==> src/rtl/pong_pkg.sv <==
// pong_pkg: playfield geometry, derived limits and FSM
// encoding shared by the Pong frame sequencer.
package pong_pkg;

  localparam int H_ACTIVE     = 640;
  localparam int V_ACTIVE     = 480;
  localparam int BALL_SIZE    = 8;
  localparam int PAD_W        = 8;
  localparam int PAD_H        = 64;
  localparam int PAD_L_X      = 16;
  localparam int PAD_R_X      = 616;
  localparam int BALL_SPEED   = 2;
  localparam int PAD_SPEED    = 4;
  localparam int SERVE_FRAMES = 60;
  localparam int SCORE_MAX    = 9;

  localparam int PAD_Y_MAX  = V_ACTIVE - PAD_H;
  localparam int BALL_Y_MAX = V_ACTIVE - BALL_SIZE;
  localparam int BALL_X_MAX = H_ACTIVE - BALL_SIZE;
  localparam int BALL_X_CTR = (H_ACTIVE - BALL_SIZE) / 2;
  localparam int BALL_Y_CTR = (V_ACTIVE - BALL_SIZE) / 2;
  localparam int PAD_Y_CTR  = (V_ACTIVE - PAD_H) / 2;
  localparam int HIT_L_X    = PAD_L_X + PAD_W;
  localparam int HIT_R_X    = PAD_R_X - BALL_SIZE;

  localparam int SERVE_W = 6;

  typedef logic [9:0]         coord_t;
  typedef logic signed [10:0] scoord_t;
  typedef logic [3:0]         score_t;
  typedef logic [SERVE_W-1:0] serve_t;

  typedef enum logic [2:0] {
    ST_IDLE,
    ST_PADDLE,
    ST_BALL_Y,
    ST_BALL_X,
    ST_DONE
  } state_t;

  function automatic scoord_t widen(input coord_t v);
    return scoord_t'({1'b0, v});
  endfunction

  function automatic scoord_t sc(input int v);
    return scoord_t'(v);
  endfunction

  function automatic coord_t cc(input int v);
    return coord_t'(v);
  endfunction

  function automatic score_t sat_inc(input score_t s);
    score_t r;
    r = s + score_t'(1);
    if (s >= score_t'(SCORE_MAX))
      r = score_t'(SCORE_MAX);
    return r;
  endfunction

endpackage

==> src/rtl/pong_frame_ctrl_paddle_step.sv <==
// pong_paddle_step: one paddle's per-frame move,
// stepped by PAD_SPEED and clamped to the playfield.
module pong_paddle_step
  import pong_pkg::*;
(
  input  logic [9:0] y,
  input  logic       up,
  input  logic       dn,
  output logic [9:0] y_next
);

  scoord_t y_up;
  scoord_t y_dn;

  assign y_up = widen(y) - sc(PAD_SPEED);
  assign y_dn = widen(y) + sc(PAD_SPEED);

  // Move toward a single pressed button; both or none holds.
  always_comb begin
    y_next = y;
    unique case (1'b1)
      up && !dn:
        y_next = (y_up < sc(0)) ? '0 : y_up[9:0];
      dn && !up:
        y_next = (y_dn > sc(PAD_Y_MAX)) ?
                 cc(PAD_Y_MAX) : y_dn[9:0];
      default: ;
    endcase
  end

endmodule

==> src/rtl/pong_frame_ctrl.sv <==
// pong_frame_ctrl: once-per-frame game update sequenced
// from the vsync falling edge on the pixel clock.
module pong_frame_ctrl
  import pong_pkg::*;
(
  input  logic       pixel_clk,
  input  logic       rst_n,
  input  logic       vsync,
  input  logic       btn_l_up,
  input  logic       btn_l_dn,
  input  logic       btn_r_up,
  input  logic       btn_r_dn,
  output logic [9:0] ball_x,
  output logic [9:0] ball_y,
  output logic [9:0] pad_l_y,
  output logic [9:0] pad_r_y,
  output logic [3:0] score_l,
  output logic [3:0] score_r,
  output logic       update_done
);

  logic [3:0] btn_meta;
  logic [3:0] btn_sync;
  logic       vsync_q;
  logic       tick;

  state_t     state_q;
  state_t     state_d;

  logic       dir_x_rt;
  logic       dir_y_dn;
  serve_t     serve_cnt;
  logic       serving;

  logic [9:0] pl_next;
  logic [9:0] pr_next;

  scoord_t    ny;
  logic [9:0] by_next;
  logic       dy_next;

  scoord_t    nx;
  logic       ov_l;
  logic       ov_r;
  logic       hit_l;
  logic       hit_r;
  logic       miss_l;
  logic       miss_r;

  // Button synchronizers and vsync edge register.
  always_ff @(posedge pixel_clk or negedge rst_n) begin
    if (!rst_n) begin
      btn_meta <= '0;
      btn_sync <= '0;
      vsync_q  <= 1'b0;
    end else begin
      btn_meta <= {btn_l_up, btn_l_dn,
                   btn_r_up, btn_r_dn};
      btn_sync <= btn_meta;
      vsync_q  <= vsync;
    end
  end

  assign tick    = vsync_q & ~vsync;
  assign serving = (serve_cnt != '0);

  // Sequencer state register.
  always_ff @(posedge pixel_clk or negedge rst_n) begin
    if (!rst_n)
      state_q <= ST_IDLE;
    else
      state_q <= state_d;
  end

  // Sequencer next state; ticks are only taken in IDLE.
  always_comb begin
    state_d     = state_q;
    update_done = 1'b0;
    unique case (state_q)
      ST_IDLE:   if (tick) state_d = ST_PADDLE;
      ST_PADDLE: state_d = ST_BALL_Y;
      ST_BALL_Y: state_d = ST_BALL_X;
      ST_BALL_X: state_d = ST_DONE;
      ST_DONE: begin
        update_done = 1'b1;
        state_d     = ST_IDLE;
      end
      default:   state_d = ST_IDLE;
    endcase
  end

  pong_paddle_step u_pad_l (
    .y      (pad_l_y),
    .up     (btn_sync[3]),
    .dn     (btn_sync[2]),
    .y_next (pl_next)
  );

  pong_paddle_step u_pad_r (
    .y      (pad_r_y),
    .up     (btn_sync[1]),
    .dn     (btn_sync[0]),
    .y_next (pr_next)
  );

  // Vertical step with bounce off top and bottom walls.
  always_comb begin
    ny = dir_y_dn ?
         widen(ball_y) + sc(BALL_SPEED) :
         widen(ball_y) - sc(BALL_SPEED);
    by_next = ny[9:0];
    dy_next = dir_y_dn;
    unique case (1'b1)
      ny < sc(0): begin
        by_next = '0;
        dy_next = 1'b1;
      end
      ny > sc(BALL_Y_MAX): begin
        by_next = cc(BALL_Y_MAX);
        dy_next = 1'b0;
      end
      default: ;
    endcase
  end

  // Horizontal step; paddle hits win over misses.
  always_comb begin
    nx = dir_x_rt ?
         widen(ball_x) + sc(BALL_SPEED) :
         widen(ball_x) - sc(BALL_SPEED);
    ov_l = (widen(ball_y) + sc(BALL_SIZE) >
            widen(pad_l_y)) &&
           (widen(ball_y) <
            widen(pad_l_y) + sc(PAD_H));
    ov_r = (widen(ball_y) + sc(BALL_SIZE) >
            widen(pad_r_y)) &&
           (widen(ball_y) <
            widen(pad_r_y) + sc(PAD_H));
    hit_l  = !dir_x_rt && ov_l &&
             (nx <= sc(HIT_L_X));
    hit_r  = dir_x_rt && ov_r &&
             (nx + sc(BALL_SIZE) >= sc(PAD_R_X));
    miss_l = !dir_x_rt && !hit_l &&
             (nx < sc(0));
    miss_r = dir_x_rt && !hit_r &&
             (nx > sc(BALL_X_MAX));
  end

  // Game state registers, written one phase per cycle.
  always_ff @(posedge pixel_clk or negedge rst_n) begin
    if (!rst_n) begin
      ball_x    <= cc(BALL_X_CTR);
      ball_y    <= cc(BALL_Y_CTR);
      pad_l_y   <= cc(PAD_Y_CTR);
      pad_r_y   <= cc(PAD_Y_CTR);
      score_l   <= '0;
      score_r   <= '0;
      dir_x_rt  <= 1'b1;
      dir_y_dn  <= 1'b1;
      serve_cnt <= serve_t'(SERVE_FRAMES);
    end else begin
      if (state_q == ST_PADDLE) begin
        pad_l_y <= pl_next;
        pad_r_y <= pr_next;
      end
      if (state_q == ST_BALL_Y && !serving) begin
        ball_y   <= by_next;
        dir_y_dn <= dy_next;
      end
      if (state_q == ST_BALL_X) begin
        if (serving) begin
          serve_cnt <= serve_cnt - serve_t'(1);
        end else begin
          unique case (1'b1)
            hit_l: begin
              ball_x   <= cc(HIT_L_X);
              dir_x_rt <= 1'b1;
            end
            hit_r: begin
              ball_x   <= cc(HIT_R_X);
              dir_x_rt <= 1'b0;
            end
            miss_l: begin
              score_r   <= sat_inc(score_r);
              ball_x    <= cc(BALL_X_CTR);
              ball_y    <= cc(BALL_Y_CTR);
              serve_cnt <= serve_t'(SERVE_FRAMES);
              dir_x_rt  <= 1'b0;
            end
            miss_r: begin
              score_l   <= sat_inc(score_l);
              ball_x    <= cc(BALL_X_CTR);
              ball_y    <= cc(BALL_Y_CTR);
              serve_cnt <= serve_t'(SERVE_FRAMES);
              dir_x_rt  <= 1'b1;
            end
            default: ball_x <= nx[9:0];
          endcase
        end
      end
    end
  end

endmodule

==> config.mk <==
export PLATFORM = sky130hd
export DESIGN_NAME = pong_frame_ctrl
export DESIGN_NICKNAME = d
export VERILOG_FILES = /design/src/rtl/pong_pkg.sv /design/src/rtl/pong_frame_ctrl_paddle_step.sv /design/src/rtl/pong_frame_ctrl.sv
export SDC_FILE = /design/constraint.sdc
export NUM_CORES = 1
export LEC_CHECK = 0
export ABC_AREA = 1
export CORE_UTILIZATION = 40
export DETAILED_ROUTE_END_ITERATION = 6
export HOLD_SLACK_MARGIN = 0.12
export MAX_ROUTING_LAYER = met4
export PLACE_DENSITY = 0.59
export SLEW_MARGIN = 10
export SYNTH_ARGS = -nofsm -noshare
export SYNTH_HDL_FRONTEND = slang
export SYNTH_SLANG_ARGS = --single-unit
==> constraint.sdc <==
create_clock -name pixel_clk -period 3.75 [get_ports pixel_clk]
set_input_delay 0.75 -clock pixel_clk [delete_from_list [all_inputs] [get_ports pixel_clk]]
set_output_delay 0.75 -clock pixel_clk [all_outputs]
set_load 0.005 [all_outputs]
==> flow_metrics.py <==
metrics = {
    "sta": {
        "worst_pin_slew_ps": 779,
        "finalSetupTns_ps": 0,
        "drv_slew": 0,
        "setup_viol": 0,
        "hold_viol": 0,
        "relSlewSlack": 0.479,
        "skew_ps": 6.51,
        "setup_slack_ps": 653,
        "rsz0062_at_grt": "false",
        "period_minus_slack_ps": 3100,
        "period_share": 0.826,
        "max_freq_mhz": 323,
        "hold_slack_ps": 343,
    },
    "worst_setup_path": {
        "reg2reg_slack_ps": 650,
        "r2r_cells": 16,
        "critPathTopFamily": "simple AND/OR/NAND/NOR gates",
        "reg2reg_to": "ball_x[7]",
        "critPathKind": "reg2reg",
        "crit_chain": "ha_1 > nand3_1 > nand3b_1 > xor2_1 > ha_1 > nand3b_1 > nand3b_1 > nand2_1 > nand3_1 > nor2_1 > nand3_4 > nand2_4 > nand2_1 > inv_1 > nand4_1 > nand2_1",
        "end_kind": "register",
        "crit_slowest_cell": "dfstp_2",
        "worst-path-buf-inv": 1,
        "r2r_start": "ball_y[3]",
        "crit_arrival_ps": 3370,
        "cp-start-kind": "register",
        "critPathMaxStageDelay_ps": 640,
        "crit_fanout": 8,
        "required_ps": 4020,
    },
    "floorplan": {
        "io_pins": 56,
        "die_h_um": 121,
        "die-area_mm2": 0.0145,
        "start_util": 0.417,
        "fp-row-count": 42,
        "coreArea_mm2": 0.0135,
        "die_x_um": 121,
    },
    "drt": {
        "drt-pass1-iter-count": 5,
        "drt_iter0_drc": 360,
        "ant_nets": 0,
        "totalWireLength_um": 13800,
        "viasPerCell": 5.13,
        "wl_per_cell_um": 13.5,
        "drc": 0,
        "via_count": 5245,
    },
    "clock_tree": {
        "h-tree-depth": 3,
        "cts_buffer_depth": 2,
        "cts.sinks": 63,
        "postCtsResizedCells": 0,
        "cts_buffers": 9,
        "cts_tree": "built",
        "cts-root-buf": "clkbuf_16",
        "cts_setup_buffers": 0,
        "path_clk_slew_ps": 60,
        "clock_latency_ps": 340,
        "hold_buffers": 0,
    },
    "yosys": {
        "synth_area_leader_cell": "dfrtp_1",
        "yosysTopAreaCellShare": 0.182,
        "synth_most_common_cell": "nand2_1",
        "syn_area_mm2": 0.00563,
        "synth_commonest_cells": "nand2_1, inv_1, nor2_1, ha_1, nand3_1",
        "synth-seq-area-share": 0.285,
        "postSynthAreaPerCell_um2": 7.16,
        "synth_ff_type": "dfrtp_1",
        "yosysWarnings": 0,
        "ys_types": 47,
        "synthArstFlopShare": 1.00,
        "synth_seq_cells": 63,
        "synth_edf_count": 0,
        "synthCells": 786,
        "synthTopCellsByArea": "dfrtp_1, ha_1, nand2_1, dfstp_2, inv_1",
    },
    "layout": {
        "diodes": 0,
        "stdcell_area_mm2": 0.00661,
        "drive_above_1_share": 0.0791,
        "syn2layout_area_growth_pct": 17.5,
        "fin_nets": 917,
        "finalNonFillerCells": 1023,
    },
    "placement": {
        "io_buffers": 50,
        "place_area_mm2": 0.00631,
        "dp_cells": 1007,
        "gp_congestion": 0.930,
        "dp_slack_ps": 636,
        "hpwlAfterDp_um": 10700,
    },
    "worst_hold_path": {
        "hold_class": "in2async",
    },
    "power_and_ir_drop": {
        "irDropWorstVdd_mv": 0.303,
        "powerDensity_mw_per_mm2": 814,
        "leakagePower_nw": 3.38,
    },
    "global_routing": {
        "grtUsageTotal": 0.211,
        "grt_pass1_vias": 5003,
        "grt_first_pass_wirelength_um": 23600,
        "antenna_found_initial": 0,
        "gr-total-overflow": 0,
        "grt_max_degree": 46,
    },
    "run": {
        "drv_cap": 0,
    },
    "run_status": {
        "status": "complete, no violations",
    },
}
sequential cells by signal, summed over array words and instances, names as in the netlist, 3 cells and up:
register   cells
ball_x         9
pad_r_y        8
serve_cnt      6
pad_l_y        8
btn_meta       4
btn_sync       4
state_q        3
score_r        4
score_l        4
ball_y        10
metal layers:
| layer | track usage | part of all wire | up-vias |
|---|---|---|---|
| met1 | 0.269 | 0.48 | 2435 |
| met5 | - | 0 | - |
| met2 | 0.334 | 0.46 | 118 |
| li1 | - | - | 2665 |
| met3 | 0.0358 | 0.038 | 27 |
| met4 | 0.0787 | 0.022 | 0 |
how the worst max path moves through the flow:
stage | slack, ps | startpoint | end | depth (start not counted)
floorplan | 1100 | ball_y[3] | ball_y[9] | 17
global placement | 640 | ball_y[3] | ball_y[9] | 16
detailed placement | 640 | ball_y[3] | ball_y[8] | 17
CTS | 600 | ball_y[3] | ball_y[8] | 16
global route | 330 | ball_y[3] | ball_y[8] | 16
finish | 650 | ball_y[3] | ball_x[7] | 16
where the power goes:
group	internal [W]	switching (W)	leakage [nW]
combinational	0.00131	0.00187	2.49
sequential	0.000975	0.000362	0.740
clock	0.000535	0.000325	0.145
total	0.00282	0.00256	3.38
cells by family (layout without fill, tap and decap cells):
group,count (synthesis),in the layout,share of synthesized area
other,1,5,0.000666
AND/OR/NAND/NOR,385,385,0.311
flip-flops,63,63,0.285
buffers and inverters,138,195,0.0963
AO/OA/AOI/OAI,95,95,0.0974
XOR/XNOR,36,36,0.0560
adder cells (fa/ha/maj),68,68,0.154
per-stage QoR:
step / utilization / total power [W]
2_1_floorplan: - / 0.00353
3_3_place_gp: 0.467 / 0.00447
3_5_place_dp: 0.467 / 0.00451
4_1_cts: 0.490 / 0.00541
5_1_grt: 0.490 / 0.00595
6_report: 0.490 / 0.00538
cell type report:
cell class                      count  area [µm²]
Timing Repair Buffer               52         510
Tap cell                          176         220
Clock buffer                       10         239
Clock inverter                      6        67.6
Multi-Input combinational cell    589        3500
Inverter                          127         477
Sequential cell                    63        1600
Fill cell                        1340        6890
layout by cell type (no fill, tap or decap), drive strengths merged, types with 3 or more instances in the layout:
| cell | netlist | layout |
|---|---|---|
| xor2 | 32 | 32 |
| nand3 | 62 | 62 |
| a21oi | 30 | 30 |
| o21ai | 36 | 36 |
| nand2 | 191 | 191 |
| conb | 1 | 5 |
| buf | 9 | 3 |
| nor3 | 14 | 14 |
| a31oi | 8 | 8 |
| nand3b | 8 | 8 |
| nor2 | 84 | 84 |
| a22oi | 3 | 3 |
| nand4 | 19 | 19 |
| nor4 | 3 | 3 |
| inv | 126 | 128 |
| dfrtp | 41 | 41 |
| o211ai | 3 | 3 |
| clkbuf | 2 | 10 |
| o22ai | 3 | 3 |
| ha | 66 | 66 |
| clkdlybuf4s50 | 0 | 49 |
| dfstp | 22 | 22 |
| xnor2 | 4 | 4 |
worst register-to-register path: cells and delay by family, from the launching register on:
kind,cells,cell delay (ps)
flops,1,640
fa+ha+maj,2,550
simple gates,12,1540
buf+inv,1,120
xor+xnor,1,190
Power figures use the tool's default switching activity.
